`src/rtl/uart_hub_pkg.sv`:
```
// Shared types and width helpers for the UART stream hub and its FIFOs.
package uart_hub_pkg;

    typedef enum logic [1:0] {
        S_IDLE,
        S_WAIT_BUSY,
        S_WAIT_DONE
    } tx_state_e;

    localparam logic [7:0] DEF_CMD_CHAR = 8'h54;
    localparam int         DEF_DEPTH    = 16;

    function automatic int ptr_width(input int depth);
        return $clog2(depth);
    endfunction

    function automatic int cnt_width(input int depth);
        return $clog2(depth) + 1;
    endfunction

endpackage

```
`src/rtl/hub_fifo.sv`:
```
// First-word fall-through FIFO; a push at full is taken when a pop happens in the same cycle.
module hub_fifo
    import uart_hub_pkg::*;
#(
    parameter int DW    = 8,
    parameter int DEPTH = DEF_DEPTH
) (
    input  logic                        clk,
    input  logic                        rst,
    input  logic                        push,
    input  logic [DW-1:0]               push_data,
    input  logic                        pop,
    output logic [DW-1:0]               head,
    output logic [cnt_width(DEPTH)-1:0] count,
    output logic                        full,
    output logic                        empty
);

    localparam int PTR_W = ptr_width(DEPTH);
    localparam int CNT_W = cnt_width(DEPTH);

    logic [DW-1:0]    mem_q [DEPTH];
    logic [PTR_W-1:0] wr_ptr_q, wr_ptr_d;
    logic [PTR_W-1:0] rd_ptr_q, rd_ptr_d;
    logic [CNT_W-1:0] count_q, count_d;
    logic             do_push, do_pop;

    assign full  = (count_q == CNT_W'(DEPTH));
    assign empty = (count_q == '0);
    assign count = count_q;
    assign head  = empty ? '0 : mem_q[rd_ptr_q];

    always_comb begin
        do_push  = push & (~full | pop);
        do_pop   = pop & ~empty;
        wr_ptr_d = wr_ptr_q + PTR_W'(do_push);
        rd_ptr_d = rd_ptr_q + PTR_W'(do_pop);
        count_d  = count_q + CNT_W'(do_push) - CNT_W'(do_pop);
    end

    always_ff @(posedge clk) begin
        if (rst) begin
            wr_ptr_q <= '0;
            rd_ptr_q <= '0;
            count_q  <= '0;
        end else begin
            wr_ptr_q <= wr_ptr_d;
            rd_ptr_q <= rd_ptr_d;
            count_q  <= count_d;
        end
    end

    // Storage carries no reset; the head is masked while empty.
    always_ff @(posedge clk) begin
        if (do_push) begin
            mem_q[wr_ptr_q] <= push_data;
        end
    end

endmodule

```
`src/rtl/uart_stream_hub.sv`:
```
// Merges NCH byte-stream producers into one uart TX stream (round-robin, message lock)
// and buffers received bytes, turning the command byte into a per-channel request pulse.
module uart_stream_hub
    import uart_hub_pkg::*;
#(
    parameter int         NCH      = 4,
    parameter int         DEPTH    = DEF_DEPTH,
    parameter logic [7:0] CMD_CHAR = DEF_CMD_CHAR
) (
    input  logic                        clk,
    input  logic                        rst,
    input  logic [NCH-1:0]              ch_valid,
    input  logic [NCH*8-1:0]            ch_data,
    input  logic [NCH-1:0]              ch_last,
    output logic [NCH-1:0]              ch_ready,
    input  logic [$clog2(NCH)-1:0]      mode_sel,
    output logic [NCH-1:0]              cmd_req,
    output logic                        utx_start,
    output logic [7:0]                  utx_data,
    input  logic                        utx_busy,
    input  logic [7:0]                  urx_data,
    input  logic                        urx_done,
    output logic [7:0]                  rx_data,
    output logic                        rx_valid,
    input  logic                        rx_ready,
    output logic [cnt_width(DEPTH)-1:0] tx_count,
    output logic [cnt_width(DEPTH)-1:0] rx_count,
    output logic                        rx_overflow,
    input  logic                        ovf_clr
);

    localparam int CH_W = $clog2(NCH);

    logic [CH_W-1:0] rr_ptr_q, rr_ptr_d;
    logic [CH_W-1:0] lock_ch_q, lock_ch_d;
    logic            lock_q, lock_d;
    logic [NCH-1:0]  cmd_req_q, cmd_req_d;
    logic            rx_overflow_q, rx_overflow_d;

    logic            gnt_any;
    logic [CH_W-1:0] gnt_idx;
    int              idx;

    logic            tx_push, tx_pop, tx_full, tx_empty;
    logic [7:0]      tx_push_data, tx_head;
    logic            is_cmd, rx_push, rx_pop, rx_drop, rx_full, rx_empty;

    tx_state_e       state_q;
    logic            utx_start_q;
    logic [7:0]      utx_data_q;

    // A held lock pins the grant; otherwise the first valid channel from rr_ptr wins.
    always_comb begin
        gnt_any = 1'b0;
        gnt_idx = '0;
        idx     = 0;
        if (lock_q) begin
            gnt_any = 1'b1;
            gnt_idx = lock_ch_q;
        end else begin
            for (int k = NCH - 1; k >= 0; k--) begin
                idx = (int'(rr_ptr_q) + k) % NCH;
                if (ch_valid[idx]) begin
                    gnt_any = 1'b1;
                    gnt_idx = CH_W'(idx);
                end
            end
        end
    end

    always_comb begin
        ch_ready     = (gnt_any && !tx_full) ? (NCH'(1) << gnt_idx) : '0;
        tx_push      = gnt_any & ch_valid[gnt_idx] & ~tx_full;
        tx_push_data = ch_data[8*int'(gnt_idx) +: 8];
        lock_d       = lock_q;
        lock_ch_d    = lock_ch_q;
        rr_ptr_d     = rr_ptr_q;
        if (tx_push) begin
            if (ch_last[gnt_idx]) begin
                lock_d   = 1'b0;
                rr_ptr_d = (int'(gnt_idx) == NCH - 1) ? '0 : gnt_idx + CH_W'(1);
            end else begin
                lock_d    = 1'b1;
                lock_ch_d = gnt_idx;
            end
        end
    end

    always_comb begin
        is_cmd        = urx_done & (urx_data == CMD_CHAR);
        rx_push       = urx_done & ~is_cmd;
        rx_pop        = rx_valid & rx_ready;
        rx_drop       = rx_push & rx_full & ~rx_pop;
        cmd_req_d     = is_cmd ? (NCH'(1) << mode_sel) : '0;
        rx_overflow_d = rx_drop | (rx_overflow_q & ~ovf_clr);
    end

    always_ff @(posedge clk) begin
        if (rst) begin
            rr_ptr_q      <= '0;
            lock_q        <= 1'b0;
            lock_ch_q     <= '0;
            cmd_req_q     <= '0;
            rx_overflow_q <= 1'b0;
        end else begin
            rr_ptr_q      <= rr_ptr_d;
            lock_q        <= lock_d;
            lock_ch_q     <= lock_ch_d;
            cmd_req_q     <= cmd_req_d;
            rx_overflow_q <= rx_overflow_d;
        end
    end

    assign tx_pop = (state_q == S_IDLE) & ~tx_empty & ~utx_busy;

    always_ff @(posedge clk) begin
        if (rst) begin
            state_q     <= S_IDLE;
            utx_start_q <= 1'b0;
            utx_data_q  <= '0;
        end else begin
            utx_start_q <= 1'b0;
            case (state_q)
                S_IDLE: begin
                    if (tx_pop) begin
                        utx_data_q  <= tx_head;
                        utx_start_q <= 1'b1;
                        state_q     <= S_WAIT_BUSY;
                    end
                end
                S_WAIT_BUSY: if (utx_busy) state_q <= S_WAIT_DONE;
                S_WAIT_DONE: if (!utx_busy) state_q <= S_IDLE;
                default:     state_q <= S_IDLE;
            endcase
        end
    end

    hub_fifo #(.DW(8), .DEPTH(DEPTH)) u_tx_fifo (
        .clk       (clk),
        .rst       (rst),
        .push      (tx_push),
        .push_data (tx_push_data),
        .pop       (tx_pop),
        .head      (tx_head),
        .count     (tx_count),
        .full      (tx_full),
        .empty     (tx_empty)
    );

    hub_fifo #(.DW(8), .DEPTH(DEPTH)) u_rx_fifo (
        .clk       (clk),
        .rst       (rst),
        .push      (rx_push),
        .push_data (urx_data),
        .pop       (rx_pop),
        .head      (rx_data),
        .count     (rx_count),
        .full      (rx_full),
        .empty     (rx_empty)
    );

    assign rx_valid    = ~rx_empty;
    assign cmd_req     = cmd_req_q;
    assign rx_overflow = rx_overflow_q;
    assign utx_start   = utx_start_q;
    assign utx_data    = utx_data_q;

endmodule
```
`config.mk`:
```
export PLATFORM = sky130hd
export DESIGN_NAME = uart_stream_hub
export DESIGN_NICKNAME = d
export VERILOG_FILES = /design/src/rtl/uart_hub_pkg.sv /design/src/rtl/hub_fifo.sv /design/src/rtl/uart_stream_hub.sv
export SDC_FILE = /design/constraint.sdc
export NUM_CORES = 1
export LEC_CHECK = 0
export ABC_AREA = 1
export BUFFER_PORTS_ARGS = -buffer_cell sky130_fd_sc_hd__buf_2
export CAP_MARGIN = 20
export CORE_ASPECT_RATIO = 0.9
export CORE_UTILIZATION = 60
export DETAILED_ROUTE_END_ITERATION = 16
export PLACE_DENSITY = 0.89
export SYNTH_ARGS = -nofsm -noshare
export SYNTH_HDL_FRONTEND = slang
export SYNTH_HIERARCHICAL = 1
export SYNTH_SLANG_ARGS = --single-unit
```
`constraint.sdc`:
```
create_clock -name clk -period 3.8 [get_ports clk]
set_input_delay 0.76 -clock clk [delete_from_list [all_inputs] [get_ports clk]]
set_output_delay 0.76 -clock clk [all_outputs]
set_load 0.1 [all_outputs]
```
==> impl_metrics.csv, run 1 <==
group,metric,value,unit
die,start_util,0.616,
place,portBuffers,92,
hold_path,holdPathStages,2,
yosys,synthArstFlopShare,0,
cells_and_area,multi_input_area,4060,um^2
clocking,clkSlewWorstSetupHoldPaths,60,ps
cells_and_area,final_common_cell,"nand2_1",
clocking,postCtsHoldBufs,0,
critical_path,worstPathArrival,2840,ps
sta,setup-tns-final,0,ps
yosys,yosys_warnings,6,
die,die_w,160,um
critical_path,cp.required,3040,ps
die,die_area,23000,um^2
cells_and_area,nets,1502,
global_routing,grt_usage,0.281,
global_routing,grt_max_degree,66,
yosys,yosys-top-cells-area,"edfxtp_1 (57%), nand2_1 (11%), nand3_1 (7.9%), dfxtp_1 (7.0%), nor2_1 (3.2%)",
flow_run,cap_violations,0,
yosys,syn_nets,1387,
cells_and_area,fillers,1403,
critical_path,rr_endpoint,"u_tx_fifo/count[4]$_SDFF_PP0_",
critical_path,critPathCaptureType,"output port",
place,routabilityCongestion,0.872,
yosys,synth-main-ff-cell,"edfxtp_1",
die,num_rows,51,
sta,finalCritPeriodShare,0.948,
sta,worst_pin_slew,904,ps
yosys,synth.distinct_cells,36,
sta,slew_headroom,0.392,
clocking,htreeDepth,1,
yosys,synth_top_area_share,0.572,
cells_and_area,antenna_cells,0,
cells_and_area,design_area,15100,um^2
critical_path,critPathLaunchType,"flip-flop",
cells_and_area,most-common-layout-cells,"nand2_1 (385), edfxtp_1 (256), nand3_1 (212), nor2_1 (112), buf_2 (88)",
sta,rsz0062_at_grt,"false",
power_and_ir_drop,p_per_area,807,nW/um^2
detailed_routing,drc,0,
clocking,clockBufferDepth,3,
yosys,syn_area,13400,um^2
yosys,seq_area_frac_synth,0.642,
detailed_routing,firstDrtPassIters,8,
detailed_routing,vias_per_cell,5.87,
die,core_area,21800,um^2
critical_path,regToRegStartpoint,"rr_ptr_q[1]$_SDFFE_PP0P_",
hold_path,min_to,"cmd_req[0]$_SDFF_PP0_",
clocking,numCtsBuffers,29,
cells_and_area,drive_above_1_share,0.155,
clocking,clock-root-buffer,"clkbuf_16",
place,postPlaceCellArea,14200,um^2
global_routing,grt_pass1_wl,50.3,mm
global_routing,antenna_found_initial,2,
critical_path,path_cells,"inv_2 > nand3_1 > nand3_1 > nand2_1 > nand2_1 > a21oi_1 > buf_2",
status,status,"finished, final reports clean",
hold_path,hold_path.class,"in -> reg",
yosys,yosys.area.top_type,"edfxtp_1",
critical_path,cpPeakStageDelay,600,ps
clocking,post-cts-setup-buffer-count,0,
detailed_routing,wirelength,32.2,mm
cells_and_area,synthToLayoutAreaGrowth,12.4,%
critical_path,crit_buf_inv,2,
power_and_ir_drop,leakage,6.08,nW
clocking,clock-sinks,303,
critical_path,crit_path_max_fanout,32,
power_and_ir_drop,peakVddDrop,954,uV
die,pin_count,93,
cells_and_area,seq_area,8640,um^2
detailed_routing,drt_iter0_markers,1189,
sta,hold_viol,0,
yosys,synth_edf_count,256,
global_routing,grt_pass1_vias,9713,
yosys,netlist_instances,1305,
sta,setup_viol,0,
sta,clock.fmax,0.278,GHz
clocking,cts_tree,"done",
yosys,synth_area_per_cell,10.3,um^2
detailed_routing,wire_per_inst,18.6,um
detailed_routing,num_vias,10200,
critical_path,reg2reg_depth,19,
critical_path,slowest_stage,"dfxtp_1",
die,die_h,144,um
yosys,ys_ff_latch,303,
place,dpl.hpwl,20.0,mm
critical_path,path_delay_family,"buffers and inverters",
hold_path,holdCritStartpoint,"mode_sel[0]",
sta,clock_skew,23.0,ps
clocking,insertion_delay,550,ps
global_routing,grt_overflow,0,
critical_path,critPathKind,"reg -> out",
critical_path,r2r_setup_slack,370,ps
sta,drv_slew,0,
detailed_routing,ant_nets,0,
sta,period_minus_slack,3600,ps
## repair_timing
| item | 4_1_cts | 5_1_grt |
|---|---|---|
| endpoints found under the setup margin | 4 | 4 |
| hold endpoints to repair | 0 | 0 |
| gates resized for setup | 3 | 3 |
## flip-flops by register name (all words and copies together) (netlist names)
register / flops
utx_start: 1
state_q: 2
u_rx_fifo/count: 5
cmd_req: 4
lock_q: 1
rr_ptr_q: 2
u_rx_fifo/mem_q: 128
lock_ch_q: 2
utx_data: 8
u_tx_fifo/wr_ptr_q: 4
u_tx_fifo/rd_ptr_q: 4
u_rx_fifo/rd_ptr_q: 4
u_rx_fifo/wr_ptr_q: 4
u_tx_fifo/mem_q: 128
u_tx_fifo/count: 5
rx_overflow: 1
## cell usage after synthesis (2+ instances only)
| master | number |
|---|---|
| nand2_1 | 385 |
| edfxtp_1 | 256 |
| nand3_1 | 212 |
| nor2_1 | 116 |
| inv_1 | 77 |
| dfxtp_1 | 47 |
| o21ai_0 | 35 |
| a21oi_1 | 34 |
| buf_2 | 27 |
| ha_1 | 24 |
| buf_6 | 20 |
| nand2_2 | 8 |
| o22ai_1 | 8 |
| buf_4 | 6 |
| inv_2 | 6 |
| nand3_2 | 6 |
| xnor2_1 | 6 |
| clkinv_1 | 3 |
| o21ai_1 | 3 |
| o31ai_1 | 3 |
| clkbuf_1 | 2 |
| clkbuf_8 | 2 |
| fa_1 | 2 |
| nand2_4 | 2 |
| nor2_2 | 2 |
| nor4_1 | 2 |
| o31ai_4 | 2 |
## worst max-delay path by stage
stage | start | to | slack (ps) | cells after the start
final | u_rx_fifo/rd_ptr_q[1]$_SDFF_PP0_ | rx_data[4] | 200 | 7
after detailed placement | ch_valid[1] | u_tx_fifo/count[4]$_SDFF_PP0_ | -50 | 21
after global routing | rr_ptr_q[1]$_SDFFE_PP0P_ | ch_ready[3] | 70 | 14
after CTS | rr_ptr_q[0]$_SDFFE_PP0P_ | ch_ready[2] | 160 | 13
after floorplan | u_rx_fifo/count[1]$_SDFF_PP0_ | u_rx_fifo/count[4]$_SDFF_PP0_ | -140 | 16
after global placement | ch_valid[1] | u_tx_fifo/count[4]$_SDFF_PP0_ | 80 | 21
## routing by layer
metal / track usage / share of wire / up-vias
li1: - / - / 4650
met1: 0.358 / 0.37 / 4770
met2: 0.483 / 0.49 / 664
met5: 0 / 0 / -
met3: 0.0588 / 0.12 / 80
met4: 0.0932 / 0.026 / 0
## layout make-up
cell class                      count  area share
Clock buffer                       40      0.0527
Clock inverter                     11     0.00455
Inverter                           87      0.0219
Multi-Input combinational cell    858       0.268
Sequential cell                   303       0.571
Tap cell                          291      0.0241
Timing Repair Buffer              141      0.0571
## worst reg2reg max path: stages (launching register included)
cell and delay [ps]:
dfxtp_1 450, inv_2 110, nand2_1 100, nand2_2 70
nand2_2 80, nand3_1 70, o21ai_1 140, nand2_1 130
a21boi_4 160, nand3_2 110, a21oi_1 340, o31ai_4 140
ha_1 290, inv_1 60, ha_1 150, inv_1 50
fa_1 400, o31ai_1 300, o21ai_0 120, a21oi_1 110
## cell families (layout without fill, tap and decap cells)
logic type,after synthesis,count (layout),share of synthesized area
AOI/OAI and AO/OA,89,89,0.0385
xor gates and xnor gates,6,6,0.00391
adders and majority gates,26,26,0.0253
DFF,303,303,0.642
buffers and inverters,144,279,0.0574
and+or+nand+nor,737,737,0.233
## power by group
group / total (mW) / leakage (nW) / internal (mW) / switching, mW
Clock: 2.63 / 0.419 / 1.46 / 1.17
Combinational: 5.12 / 2.96 / 1.24 / 3.88
Sequential: 4.45 / 2.70 / 4.29 / 0.160
## metrics by stage
step	power, mW	instances	worst slack (ps)	util	hold slack (ps)
2_1_floorplan	8.33	1305	-143	-	425
3_3_place_gp	9.23	1677	80.2	0.651	438
3_5_place_dp	9.43	1677	-51.8	0.651	456
4_1_cts	12.1	1728	162	0.691	382
5_1_grt	12.8	1731	74.8	0.693	389
6_report	12.2	1731	199	0.693	397
No activity file was read; power rests on OpenSTA's default activity.
==> run 2: changes to the inputs <==
--- a/config.mk
+++ b/config.mk
@@ -5,7 +5,6 @@
 export SDC_FILE = /design/constraint.sdc
 export NUM_CORES = 1
 export LEC_CHECK = 0
-export ABC_AREA = 1
 export BUFFER_PORTS_ARGS = -buffer_cell sky130_fd_sc_hd__buf_2
 export CAP_MARGIN = 20
 export CORE_ASPECT_RATIO = 0.9
==> run 2 against run 1 <==
  * Routed wire length down 19%
  * Clock-buffer cell count rose by 3
  * Fmax down 2.4%
  * Via count is 29% lower
  * Register-to-register slack better by 70 ps
  * Die area shrank 4.7%
  * Sequential cell count unchanged
  * Utilization grew 1.2 points
  * Sequential power decreased by 2%
  * Clock skew down 6.7 ps
  * Highest routed layer unchanged
==> impl_metrics.csv, run 2 <==
group,metric,value,unit
sta,setup_viol,0,
sta,clock_skew,16.3,ps
die,die_h,141,um
cells_and_area,most-common-layout-cells,"edfxtp_1 (256), buf_2 (92), mux4_2 (64), buf_4 (50), dfxtp_1 (43)",
clocking,htreeDepth,1,
yosys,netlist_instances,752,
place,routabilityCongestion,0.856,
cells_and_area,nets,975,
die,core_area,20900,um^2
yosys,syn_area,12800,um^2
power_and_ir_drop,leakage,5.11,nW
sta,timing.hold.ws,405,ps
yosys,synth.distinct_cells,61,
cells_and_area,post-route-util,0.705,
critical_path,cp.required,3040,ps
yosys,synth_area_per_cell,17.0,um^2
die,start_util,0.613,
status,status,"finished, final reports clean",
sta,worst_pin_slew,1060,ps
yosys,yosys-top-cells-area,"edfxtp_1 (60%), mux4_2 (11%), dfxtp_1 (7.3%), mux2i_1 (2.7%), ha_1 (2.3%)",
yosys,synth-main-ff-cell,"edfxtp_1",
sta,setup-tns-final,0,ps
yosys,synth_edf_count,256,
detailed_routing,vias_per_cell,6.04,
detailed_routing,drc,0,
global_routing,antenna_found_initial,0,
detailed_routing,num_vias,7257,
die,num_rows,50,
hold_path,hold_path.class,"in -> reg",
critical_path,critPathLaunchType,"flip-flop",
yosys,synthArstFlopShare,0,
detailed_routing,wirelength,26.0,mm
cells_and_area,finalNonFillerCells,1202,
global_routing,grt_pass1_vias,7532,
die,die_area,21900,um^2
clocking,cts_tree,"done",
detailed_routing,firstDrtPassIters,5,
yosys,ys_ff_latch,303,
yosys,yosysMostFrequentCell,"edfxtp_1",
critical_path,worstPathArrival,2930,ps
clocking,post-cts-setup-buffer-count,0,
sta,slew_headroom,0.293,
sta,clock.fmax,0.271,GHz
global_routing,grt_overflow,0,
place,portBuffers,92,
power_and_ir_drop,peakVddDrop,753,uV
die,pin_count,93,
flow_run,cap_violations,0,
sta,finalCritPeriodShare,0.971,
power_and_ir_drop,fin_total_pwr,11.2,mW
clocking,clockBufferDepth,3,
yosys,syn_nets,834,
yosys,seq_area_frac_synth,0.673,
place,postPlaceCellArea,13800,um^2
yosys,yosys.area.top_type,"edfxtp_1",
critical_path,crit_path_max_fanout,8,
cells_and_area,design_area,14700,um^2
detailed_routing,wire_per_inst,21.7,um
detailed_routing,drt_iter0_markers,647,
yosys,yosys_warnings,6,
cells_and_area,final_common_cell,"edfxtp_1",
clocking,clock-sinks,303,
sta,period_minus_slack,3690,ps
sta,rsz0062_at_grt,"false",
cells_and_area,fillers,1256,
yosys,synth_common_cells,"edfxtp_1 (256), mux4_2 (64), dfxtp_1 (47), nor2_1 (37), mux2i_1 (35)",
global_routing,grt_max_degree,42,
power_and_ir_drop,p_per_area,757,nW/um^2
yosys,synth_top_area_share,0.600,
cells_and_area,synthToLayoutAreaGrowth,14.9,%
critical_path,critPathCaptureType,"output port",
clocking,clkSlewWorstSetupHoldPaths,60,ps
detailed_routing,ant_nets,0,
global_routing,grt_pass1_wl,40.5,mm
clocking,insertion_delay,540,ps
cells_and_area,antenna_cells,0,
global_routing,grt_usage,0.246,
critical_path,critPathKind,"reg -> out",
sta,hold_viol,0,
clocking,clock-root-buffer,"clkbuf_16",
sta,drv_slew,0,
place,dpl.hpwl,16.8,mm
place,dp_slack,79.5,ps
sta,setup_slack,110,ps
die,die_w,156,um
place,post-place-cells,1143,
cells_and_area,drive_above_1_share,0.318,
clocking,numCtsBuffers,29,
run 2: cell types whose count changed after synthesis, moves of 19 or more:
cell,before,now
mux2i_1,0,35
mux4_2,0,64
nor2_1,116,37
nor3_1,1,21
inv_1,77,27
nor2b_1,0,19
nand3_1,212,9
o21ai_0,35,3
nand2_1,385,16
run 2: final cells by class:
class | count | area [um^2] | share of cell area
Sequential cell | 303 | 8630 | 0.586
Clock buffer | 43 | 830 | 0.0563
Multi-Input combinational cell | 387 | 3840 | 0.261
Tap cell | 286 | 358 | 0.0243
Timing Repair Buffer | 143 | 856 | 0.0581
Inverter | 29 | 114 | 0.00773
Clock inverter | 11 | 96.3 | 0.00654
run 2: final timing paths:
| kind | start | end | slack (ps) | depth (start not counted) |
|---|---|---|---|---|
| worst min register to register | lock_ch_q[1]$_SDFFE_PP0P_ | lock_ch_q[1]$_SDFFE_PP0P_ | 470 | 2 |
| worst min-delay path | mode_sel[1] | cmd_req[1]$_SDFF_PP0_ | 400 | 2 |
| worst max-delay path | u_rx_fifo/count[2]$_SDFF_PP0_ | rx_data[7] | 110 | 7 |
| worst max register to register | lock_q$_SDFFE_PP0P_ | u_tx_fifo/count[4]$_SDFF_PP0_ | 440 | 17 |
run 2: cell families (layout without fill, tap and decap cells):
logic type	after synthesis	after routing	share of synthesized area
XOR/XNOR	13	13	0.00889
AO/OA/AOI/OAI	79	79	0.0433
AND/OR/NAND/NOR	161	161	0.0718
buffers and inverters	62	226	0.0282
adder cells (fa/ha/maj)	26	26	0.0266
flip-flops	303	303	0.673
multiplexers	108	108	0.148
run 2: per-layer routing:
metal,GRT usage,vias to the layer above,share of wire
met4,0.0857,0,0.031
met1,0.313,3679,0.39
met5,0,-,0
met2,0.438,267,0.53
met3,0.0295,65,0.051
li1,-,3246,-
run 2: worst max-delay path, stage by stage (launching register included):
cell and delay (ps):
dfxtp_1 370, inv_1 80, ha_1 220, nor4b_4 170
nor3b_2 640, a22oi_1 230, o21ai_1 200, buf_2 470
run 2: power by group:
part           switching [mW]  leakage [nW]  internal (mW)
clock network            1.17         0.463           1.59
logic                    2.74          1.96           1.31
registers               0.222          2.69           4.12
total                    4.13          5.11           7.02
run 2: repair_timing:
item                                    4_1_cts  5_1_grt
endpoints found under the setup margin        0        1
resized for setup                             0        1
hold buffers                                  0        0
==> run 3: changes to the inputs <==
--- a/config.mk
+++ b/config.mk
@@ -9,6 +9,7 @@
 export CAP_MARGIN = 20
 export CORE_ASPECT_RATIO = 0.9
 export CORE_UTILIZATION = 60
+export CTS_BUF_LIST = sky130_fd_sc_hd__clkbuf_4 sky130_fd_sc_hd__clkbuf_8 sky130_fd_sc_hd__clkbuf_16
 export DETAILED_ROUTE_END_ITERATION = 16
 export PLACE_DENSITY = 0.89
 export SYNTH_ARGS = -nofsm -noshare
==> run 3 against run 2 <==
  * Sequential cell count is the same
  * First-iteration DRC count grew 3.6%
  * Sequential share of layout area decreased by 0.12 points
  * Clock skew about the same
==> impl_metrics.csv, run 3 (same netlist as run 2, synthesis figures left out) <==
group,metric,value,unit
clocking,clockBufferDepth,3,
clocking,insertion_delay,540,ps
detailed_routing,firstDrtPassIters,5,
global_routing,grt_pass1_vias,7593,
critical_path,critPathLaunchType,"flip-flop",
clocking,htreeDepth,1,
place,portBuffers,92,
critical_path,cp-startpoint,"u_rx_fifo/count[2]$_SDFF_PP0_",
die,die_area,21900,um^2
critical_path,critPathCaptureType,"output port",
detailed_routing,drt_iter0_markers,670,
global_routing,met2_usage,0.440,
sta,hold_viol,0,
flow_run,cap_violations,0,
power_and_ir_drop,p_per_area,761,nW/um^2
global_routing,top_usage_layer,"met2",
global_routing,gr-usage-met3,0.0317,
critical_path,reg2reg_depth,17,
sta,worst_pin_slew,1070,ps
detailed_routing,wirelength,26.3,mm
detailed_routing,drc,0,
critical_path,crit_path_max_fanout,8,
sta,period_minus_slack,3710,ps
cells_and_area,antenna_cells,0,
cells_and_area,multi_input_area,3840,um^2
cells_and_area,most-common-layout-cells,"edfxtp_1 (256), buf_2 (92), mux4_2 (64), buf_4 (50), dfxtp_1 (43)",
global_routing,grt_usage,0.248,
hold_path,hold_path.class,"in -> reg",
critical_path,rr_endpoint,"u_tx_fifo/count[4]$_SDFF_PP0_",
cells_and_area,synthToLayoutAreaGrowth,15.2,%
critical_path,cpPeakStageDelay,640,ps
power_and_ir_drop,peakVddDrop,753,uV
sta,finalCritPeriodShare,0.975,
sta,setup_viol,0,
cells_and_area,seq_area,8630,um^2
global_routing,grt_pass1_wl,40.8,mm
critical_path,path_delay_family,"simple AND/OR/NAND/NOR gates",
global_routing,met1_usage,0.314,
critical_path,crit_buf_inv,2,
global_routing,grt_max_degree,42,
cells_and_area,fillers,1259,
clocking,clock-sinks,303,
die,die_h,141,um
critical_path,cp.required,3040,ps
clocking,postCtsHoldBufs,0,
clocking,cts_tree,"done",
die,pin_count,93,
clocking,numCtsBuffers,29,
power_and_ir_drop,leakage,5.13,nW
critical_path,slowest_stage,"nor3b_2",
critical_path,regToRegStartpoint,"lock_q$_SDFFE_PP0P_",
critical_path,r2r_setup_slack,440,ps
sta,timing.hold.ws,406,ps
sta,clock_skew,16.2,ps
cells_and_area,drive_above_1_share,0.323,
die,die_w,156,um
status,status,"finished, final reports clean",
clocking,clock-root-buffer,"clkbuf_16",
sta,clock.fmax,0.270,GHz
sta,slew_headroom,0.288,
critical_path,critPathKind,"reg -> out",
clocking,clkSlewWorstSetupHoldPaths,60,ps
power_and_ir_drop,fin_total_pwr,11.2,mW
detailed_routing,num_vias,7285,
detailed_routing,wire_per_inst,21.9,um
die,num_rows,50,
critical_path,worstPathArrival,2950,ps
detailed_routing,vias_per_cell,6.06,
sta,drv_slew,0,
critical_path,crit_end,"rx_data[7]",
die,core_area,20900,um^2
die,start_util,0.613,
cells_and_area,final_common_cell,"edfxtp_1",
detailed_routing,ant_nets,0,
clocking,post-cts-setup-buffer-count,0,
sta,rsz0062_at_grt,"false",
critical_path,path_cells,"inv_1 > ha_1 > nor4b_4 > nor3b_2 > a22oi_1 > o21ai_1 > buf_2",
global_routing,grt_overflow,0,
cells_and_area,nets,975,
place,routabilityCongestion,0.856,
global_routing,antenna_found_initial,0,
critical_path,cp_num_cells,7,
place,dpl.hpwl,16.8,mm
-- run 3: cell types whose count changed in the layout (fill, tap and decap cells not counted) --
cell      change
clkbuf_1      -5
clkbuf_2      -5
clkbuf_4     +10
-- run 3: worst min-delay path by stage --
stage | startpoint | to | cells after the start
detailed placement | lock_ch_q[1]$_SDFFE_PP0P_ | lock_ch_q[1]$_SDFFE_PP0P_ | 2
CTS | mode_sel[1] | cmd_req[1]$_SDFF_PP0_ | 2
finish | mode_sel[1] | cmd_req[1]$_SDFF_PP0_ | 2
global placement | lock_ch_q[1]$_SDFFE_PP0P_ | lock_ch_q[1]$_SDFFE_PP0P_ | 2
global route | mode_sel[1] | cmd_req[1]$_SDFF_PP0_ | 2
floorplan | lock_ch_q[1]$_SDFFE_PP0P_ | lock_ch_q[1]$_SDFFE_PP0P_ | 2
-- run 3: worst reg2reg max path, cell delays in order, from the launching register on --
cell and delay (ps):
dfxtp_1 460, mux2_4 350, a21o_4 230, nand2_4 100, inv_4 50, o2111ai_1 200, o211ai_1 180, inv_1 120
o21ai_2 80, ha_1 290, inv_1 60, ha_1 180, inv_1 60, fa_1 380, nor2b_1 170, o21bai_1 100
a21oi_1 150, nor3b_1 70
-- run 3: final cells by class --
class / count / area share
timing repair buffer: 143 / 0.0580
multi-input combinational: 387 / 0.260
clock buffer: 43 / 0.0583
sequential: 303 / 0.585
tap: 286 / 0.0242
inverter: 29 / 0.00772
clock inverter: 11 / 0.00653
-- run 3: metrics by stage --
stage | TNS (ps) | cell area (um^2) | worst slack (ps) | instances | util
global route | 0 | 14800 | 20.0 | 1202 | 0.706
CTS | 0 | 14700 | 81.0 | 1197 | 0.704
finish | 0 | 14800 | 93.6 | 1202 | 0.706
detailed placement | 0 | 13800 | 79.5 | 1143 | 0.659
floorplan | -2500 | 12800 | -313 | 752 | -
global placement | 0 | 13800 | 243 | 1142 | 0.658
-- run 3: what timing repair did --
item	CTS	global route
hold endpoints to repair	0	0
gates resized for setup	0	1
setup endpoints to repair	0	1
-- run 3: metal layers --
layer  wire length, um  vias to the layer above  part of all wire
met5                 0                        -                 0
met4               854                        0             0.032
met3              1510                       74             0.057
met2             13900                      300              0.53
met1             10100                     3672              0.38
li1                  -                     3239                 -
-- run 3: power breakdown --
group	total, mW	internal (mW)	switching, mW
clock	2.82	1.65	1.18
sequential	4.34	4.12	0.221
combinational	4.06	1.31	2.75
total	11.2	7.08	4.14
